## config.mk

```make
export PLATFORM = sky130hd
export DESIGN_NAME = score_keeper
export DESIGN_NICKNAME = d
export VERILOG_FILES = /design/src/rtl/score_pkg.sv /design/src/rtl/bcd_incrementer.sv /design/src/rtl/score_keeper.sv
export SDC_FILE = /design/constraint.sdc
export NUM_CORES = 1
export LEC_CHECK = 0
export ABC_CLOCK_PERIOD_IN_PS = 4200
export BUFFER_PORTS_ARGS = -buffer_cell sky130_fd_sc_hd__buf_2
export CORE_UTILIZATION = 35
export CTS_CLUSTER_DIAMETER = 120
export DETAILED_ROUTE_END_ITERATION = 7
export PLACE_DENSITY = 0.63
export SYNTH_ARGS = -nofsm -noshare
export SYNTH_HDL_FRONTEND = slang
export SYNTH_SLANG_ARGS = --single-unit
```

## constraint.sdc

```tcl
create_clock -name clk -period 4.2 [get_ports clk]
set_input_delay 0.42 -clock clk [delete_from_list [all_inputs] [get_ports clk]]
set_output_delay 0.42 -clock clk [all_outputs]
set_load 0.02 [all_outputs]
```

## src/rtl/score_pkg.sv

```systemverilog
`default_nettype none
// ============================================================================
// Module   : score_pkg
// Purpose  : Shared types and constants for the score keeper.
//            - state_e     : game FSM states (PLAY, OVER)
//            - bcd_digit_t : one packed BCD digit
//            - BCD_NINE    : largest BCD digit value
// Revision : 1.0 - initial release
// ============================================================================
package score_pkg;

  typedef enum logic [0:0] {
    PLAY = 1'b0,
    OVER = 1'b1
  } state_e;

  typedef logic [3:0] bcd_digit_t;

  localparam bcd_digit_t BCD_NINE = 4'h9;

endpackage : score_pkg
`default_nettype wire

```

## src/rtl/bcd_incrementer.sv

```systemverilog
`default_nettype none
// ============================================================================
// Module   : bcd_incrementer
// Purpose  : Purely combinational +1 on a packed multi-digit BCD value.
// Ports    : value_i     - packed BCD input, digit 0 in bits [3:0]
//            sum_o       - value_i + 1 in BCD (wraps to zero when all nines)
//            all_nines_o - 1 when every digit of value_i is 9
// Revision : 1.0 - initial release
// ============================================================================
module bcd_incrementer
  import score_pkg::*;
#(
  parameter int NUM_DIGITS = 3
) (
  input  logic [NUM_DIGITS*4-1:0] value_i,
  output logic [NUM_DIGITS*4-1:0] sum_o,
  output logic                    all_nines_o
);

  // w_carry[g] is the carry into digit g; the +1 enters at digit 0.
  logic [NUM_DIGITS:0] w_carry;

  assign w_carry[0] = 1'b1;

  for (genvar g = 0; g < NUM_DIGITS; g++) begin : g_digit
    bcd_digit_t w_d;
    logic       w_is9;

    assign w_d   = value_i[g*4 +: 4];
    assign w_is9 = (w_d == BCD_NINE);

    assign sum_o[g*4 +: 4] = w_carry[g] ? (w_is9 ? 4'h0 : w_d + 4'h1) : w_d;
    assign w_carry[g+1]    = w_carry[g] & w_is9;
  end : g_digit

  // A carry out of the top digit happens exactly when every digit is nine.
  assign all_nines_o = w_carry[NUM_DIGITS];

endmodule : bcd_incrementer
`default_nettype wire

```

## src/rtl/score_keeper.sv

```systemverilog
`default_nettype none
// ============================================================================
// Module   : score_keeper
// Purpose  : BCD game score / high-score keeper with a PLAY/OVER FSM and a
//            registered display output.
// Ports    : clk        - system clock (rising edge)
//            rst_n      - asynchronous active-low reset
//            inc        - pulse: one point scored
//            game_over  - pulse: current game ended
//            clr        - pulse: new game starting
//            show_high  - level: 1 shows high score, 0 shows current score
//            num        - registered packed BCD display value
//            new_high   - last finished game set a new high score
//            saturated  - current score is all nines
//            state_over - FSM is in OVER
// Revision : 1.0 - initial release
// ============================================================================
module score_keeper
  import score_pkg::*;
#(
  parameter int NUM_DIGITS = 3
) (
  input  logic                    clk,
  input  logic                    rst_n,
  input  logic                    inc,
  input  logic                    game_over,
  input  logic                    clr,
  input  logic                    show_high,
  output logic [NUM_DIGITS*4-1:0] num,
  output logic                    new_high,
  output logic                    saturated,
  output logic                    state_over
);

  localparam int W = NUM_DIGITS * 4;

  state_e         state_q, state_d;
  logic [W-1:0]   score_q, score_d;
  logic [W-1:0]   high_q, high_d;
  logic [W-1:0]   num_q, num_d;
  logic           new_high_q, new_high_d;

  logic [W-1:0]   w_score_inc;
  logic           w_all_nines;
  logic [W-1:0]   w_score_play;
  logic           w_gt;
  logic           w_decided;

  bcd_incrementer #(
    .NUM_DIGITS (NUM_DIGITS)
  ) u_inc (
    .value_i     (score_q),
    .sum_o       (w_score_inc),
    .all_nines_o (w_all_nines)
  );

  // Score as it stands after this cycle's inc, so a simultaneous game_over
  // compares against the incremented value.
  assign w_score_play = (inc && !w_all_nines) ? w_score_inc : score_q;

  // Most-significant digit first; the first unequal digit decides, and equal
  // scores fall through as not greater.
  always_comb begin
    w_gt      = 1'b0;
    w_decided = 1'b0;
    for (int i = NUM_DIGITS - 1; i >= 0; i--) begin
      if (!w_decided) begin
        if (w_score_play[i*4 +: 4] > high_q[i*4 +: 4]) begin
          w_gt      = 1'b1;
          w_decided = 1'b1;
        end else if (w_score_play[i*4 +: 4] < high_q[i*4 +: 4]) begin
          w_decided = 1'b1;
        end
      end
    end
  end

  always_comb begin
    state_d    = state_q;
    score_d    = score_q;
    high_d     = high_q;
    new_high_d = new_high_q;
    num_d      = show_high ? high_q : score_q;

    case (state_q)
      PLAY: begin
        if (clr) begin
          // clr wins over both inc and game_over
          score_d = '0;
        end else begin
          score_d = w_score_play;
          if (game_over) begin
            state_d = OVER;
            if (w_gt) begin
              high_d     = w_score_play;
              new_high_d = 1'b1;
            end
          end
        end
      end
      OVER: begin
        if (clr) begin
          score_d    = '0;
          new_high_d = 1'b0;
          state_d    = PLAY;
        end
      end
      default: state_d = PLAY;
    endcase
  end

  always_ff @(posedge clk or negedge rst_n) begin
    if (!rst_n) begin
      state_q    <= PLAY;
      score_q    <= '0;
      high_q     <= '0;
      num_q      <= '0;
      new_high_q <= 1'b0;
    end else begin
      state_q    <= state_d;
      score_q    <= score_d;
      high_q     <= high_d;
      num_q      <= num_d;
      new_high_q <= new_high_d;
    end
  end

  assign num        = num_q;
  assign new_high   = new_high_q;
  assign saturated  = w_all_nines;
  assign state_over = (state_q == OVER);

endmodule : score_keeper
`default_nettype wire
```

* After elaboration in Yosys (flattened, before gate mapping)
Cells that the tools add are included. Widths: inputs -> output; s select.
Word-level totals: bits in registers 38, bits of input ports 6, output and inout port bits 15, logic and storage cells 57
Operators by class: add/sub/neg operators 3, magnitude comparators 5, eq/ne operators 7, multiplexer cells 29, bitwise logic cells 4, reductions and logical operators 4
Operators by type and width (number):
- $mux 12 | 4
- $pmux 12 s2 | 1
- $mux 4 | 5
- $mux 1 | 17
- $add 4x1->4 const B | 3
- $eq 4x4->1 const B | 3
- $gt 4x4->1 | 3
- $lt 4x4->1 | 2
- $ne 2x2->1 const B | 4
- $reduce_and 4->1 | 2
- $pmux 1 s2 | 2
- $and 1x1->1 | 2
- $not 1->1 | 2
- $logic_and 1x1->1 | 1
- $logic_not 1->1 | 1

* Depth between registers and ports, before layout
depth after elaboration 16, depth in mapped cells 14

* Cells and area by module
A second synthesis with hierarchy kept.
Unflattened totals: cell total of the unflattened synthesis 192, area, all modules 2249.7 µm²
By module, submodules not included:
- score_keeper | times used 1, cells each 153, area each 1948.1 µm², seq. area each 950.9 µm²
- bcd_incrementer | times used 1, cells each 39, area each 301.5 µm², seq. area each 0.0 µm²

* Worst setup path after synthesis
No wires, ideal clock.
kind flip-flop to flip-flop, from register score_q[1], to register high_q[9], library setup time 0.125 ns, arrival 2.970 ns, required time 4.075 ns, slack 1.105 ns, cell stages (with the launch flop) 14, period minus slack after synthesis 3.095 ns, path through dfrtp_1 -> inv_1 -> ha_1 -> nand4b_4 -> nor3_2 -> nand2_1 -> xnor2_2 -> ha_1 -> nand4_2 -> a211oi_1 -> a22oi_2 -> o311ai_4 -> buf_6 -> mux2_2
On the way: cells in the longest elaborated chain, start to end 13
Ends and longest elaborated chain:
- start, declared | RTL line score_keeper.sv:38 | logic [W-1:0] score_q, score_d;
- start signal, assigned | RTL line score_keeper.sv:121 | score_q <= score_d;
- $eq 4x4->1 (*) | RTL line bcd_incrementer.sv:30 | assign w_is9 = (w_d == BCD_NINE);
- $and 1x1->1 (*) | RTL line bcd_incrementer.sv:33 | assign w_carry[g+1] = w_carry[g] & w_is9;
- $and 1x1->1 | RTL line bcd_incrementer.sv:33
- $logic_not 1->1 | RTL line score_keeper.sv:59 | assign w_score_play = (inc && !w_all_nines) ? w_score_inc : score_q;
- $logic_and 1x1->1 | RTL line score_keeper.sv:59
- $mux 12 (*) | RTL line score_keeper.sv:59
- net w_score_play[10] | RTL line score_keeper.sv:45 | logic [W-1:0] w_score_play;
- $gt 4x4->1 or $lt 4x4->1 (tied branches) | RTL line score_keeper.sv:68, score_keeper.sv:71
- $mux 1, on equally long branches | RTL line score_keeper.sv:68, score_keeper.sv:71
- $mux 1 | RTL line score_keeper.sv:68 | if (w_score_play[i*4 +: 4] > high_q[i*4 +: 4]) begin
- $mux 1 | RTL line score_keeper.sv:67 | if (!w_decided) begin
- $mux 1 | RTL line score_keeper.sv:68
- $mux 1 (*) | RTL line score_keeper.sv:67
- $reduce_and 4->1 (no source line) (*)
- end signal, assigned | RTL line score_keeper.sv:122 | high_q <= high_d;
- end, declared | RTL line score_keeper.sv:39 | logic [W-1:0] high_q, high_d;
The timed path passes the listed nets; every way through them passes the cells marked *. A chain may end at the register's enable or synchronous reset.

* Worst setup path after layout
Ends and elaborated chain as after synthesis.

==> metrics <==
Startpoint Class=flip-flop; Hold Path Class=primary input to asynchronous set/reset pin; DR DRC count=0; critical path type=flip-flop to flip-flop; most common cell after layout, fill and taps aside=dfrtp_1; max cap viols=0; endpoints failing setup=0; Nets=242; Initial Utilization=0.369; WP data arrival=3.71 ns; most frequent cells in the layout=dfrtp_1 (38), buf_2 (20), ha_1 (18); Mapped Area=approximately 2200 µm²; area of the core=5990 µm²; RR Endpoint=high_q[9]$_DFFE_PN0P_; post-CTS sizing=0; DP Area=about 2300 µm²; yosys warns=0; CP max stage delay=0.75 ns; Peak Freq=284 MHz; sequential area share after synthesis=0.431; worst path bufs/invs=1; Overall Global Routing Usage=0.149; average size of a mapped cell=11.1 µm²; crit path capture type=flip-flop; Static Leak=approximately 0.0012 µW; Post-DRT Antenna Nets=0; CP max stage cell=o311ai_4; slew margin rel.=0.428; port buffer count=20; diode count=0; Via Count=1476; Synth Instances=199; layout cells sized above 1=0.228; fin area=2440 µm²; min Tclk post-route=3.52 ns; vias in the first global route=1475; EDFF count, synth=0; final wirelength=approximately 4200 µm; # clock sinks=38; launch point of the worst reg-to-reg path=score_q[1]$_DFFE_PN0P_; worst reg2reg path depth=10; unrepaired setup endpoints after global routing=no; first-pass GRT wire length=7330 µm; WHS=0.234 ns; Max VDD drop=approximately 0.18 mV; HPWL Detailed=2970 µm; Slew @ Worst Pin=between 0.8 and 0.9 ns; Area Overhead vs Synth=10.5%; synthesized flop and latch total=38; TritonCTS clock tree=done; pre-CTS WS=just under 0.7 ns; final hold vios=0; Vias/cell=5.02; final worst setup slack=0.677 ns; # hold bufs at CTS=0; Placer Congestion=between 0.8 and 0.9; top_reg_cell synth=dfrtp_1; final setup TNS=0 ns; Worst-Skew Late Latency=0.30 ns; max-slew violation count=0; pin count of the biggest net entering global routing=39; Die Area=roughly 6600 µm²; Final period util=0.839; Critical Path Stages=10; Synthesized Nets=223; number of H-tree levels=2; CP Max Fanout=13; WP data required=around 4.4 ns; drt first pass iters=4; crit-path cells=inv_1, ha_1, nand4b_4, nor3_2, nand2_1, xnor2_2, ha_1, nand4_2, o311ai_4, mux2_2; Synth async-reset ratio=1.00; CTS max path bufs=2; CTS root buf=clkbuf_8; status=finished, final reports clean; Crit path top cell by count=ha_1; TritonCTS buffer count=5; # rows=28; Pwr per Cell Area=384 nW/µm²; worst clock skew=0.00616 ns; I/O Pins=21; DIE WIDTH=between 80 and 90 µm; synth unique cells=47; DR iter-0 viols=47; Pwr Total=938 µW; initial antenna violation count=0; postcts setup bufs=0; average wire per standard cell=14.2 µm; worst reg-to-reg setup slack=approximately 0.68 ns; Die Span Y=81.4 µm; CP delay by family, top=simple AND/OR/NAND/NOR gates; gr ovfl total=0; clk slew on worst S/H paths=0.07 ns
-- per-layer routing --
metal  GRT usage  vias up  part of all wire
met5           0        -                 0
met4      0.0482        0             0.016
met3      0.0367        7             0.034
met2       0.224       19              0.45
met1       0.209      717              0.50
li1            -      733                 -
-- cell families (layout without fill, tap and decap cells) --
kind of cell	after synthesis	in the layout	synth area share
and+or+nand+nor	54	54	0.144
DFF	38	38	0.431
AOI/OAI and AO/OA	32	32	0.114
muxes	26	26	0.129
buffers and inverters	25	45	0.0533
adders and majority gates	18	18	0.102
xor gates and xnor gates	6	6	0.0272
-- power by group --
group          internal (µW)  switching [µW]
Combinational           99.2             134
Clock                    132             129
Sequential               410            33.0
-- registers in the layout, summed over array words and instances (netlist names) --
signal	count
score_q	12
high_q	12
state_over	1
num	12
new_high	1
-- worst max-delay path by stage --
stage	startpoint	slack (ns)	to
after floorplan	score_q[1]$_DFFE_PN0P_	1.11	high_q[9]$_DFFE_PN0P_
after global placement	score_q[1]$_DFFE_PN0P_	0.74	high_q[9]$_DFFE_PN0P_
after detailed placement	score_q[1]$_DFFE_PN0P_	0.68	high_q[2]$_DFFE_PN0P_
after CTS	score_q[1]$_DFFE_PN0P_	0.64	high_q[9]$_DFFE_PN0P_
after global routing	score_q[1]$_DFFE_PN0P_	0.43	high_q[2]$_DFFE_PN0P_
final	score_q[1]$_DFFE_PN0P_	0.68	high_q[9]$_DFFE_PN0P_
-- final cells by class --
class / count / area [µm²]
clock buffer: 7 / 86.3
clock inverter: 1 / 5.00
fill: 602 / 3550
inverter: 17 / 63.8
multi-input combinational: 136 / 1140
sequential: 38 / 951
tap: 75 / 93.8
timing repair buffer: 20 / 100
-- synth_stat cells, types with 3 or more instances --
master | instances | share of area
dfrtp_1 | 38 | 0.43
ha_1 | 18 | 0.10
inv_1 | 17 | 0.029
nor2_1 | 16 | 0.027
nand2_1 | 13 | 0.022
mux2_2 | 12 | 0.061
a21oi_1 | 7 | 0.016
mux2_1 | 7 | 0.036
mux2i_1 | 7 | 0.032
a211oi_1 | 5 | 0.017
clkbuf_1 | 4 | 0.0068
nor2b_1 | 4 | 0.011
o211ai_1 | 4 | 0.014
o21ai_0 | 4 | 0.0091
buf_6 | 3 | 0.015
nand3_1 | 3 | 0.0068
xnor2_1 | 3 | 0.012
-- through the flow --
step / utilization / instances
after global placement: 0.392 / 286
after global routing: 0.407 / 294
after CTS: 0.407 / 294
after detailed placement: 0.392 / 286
final: 0.407 / 294
after floorplan: - / 199
(Power assumes the default switching activity.)
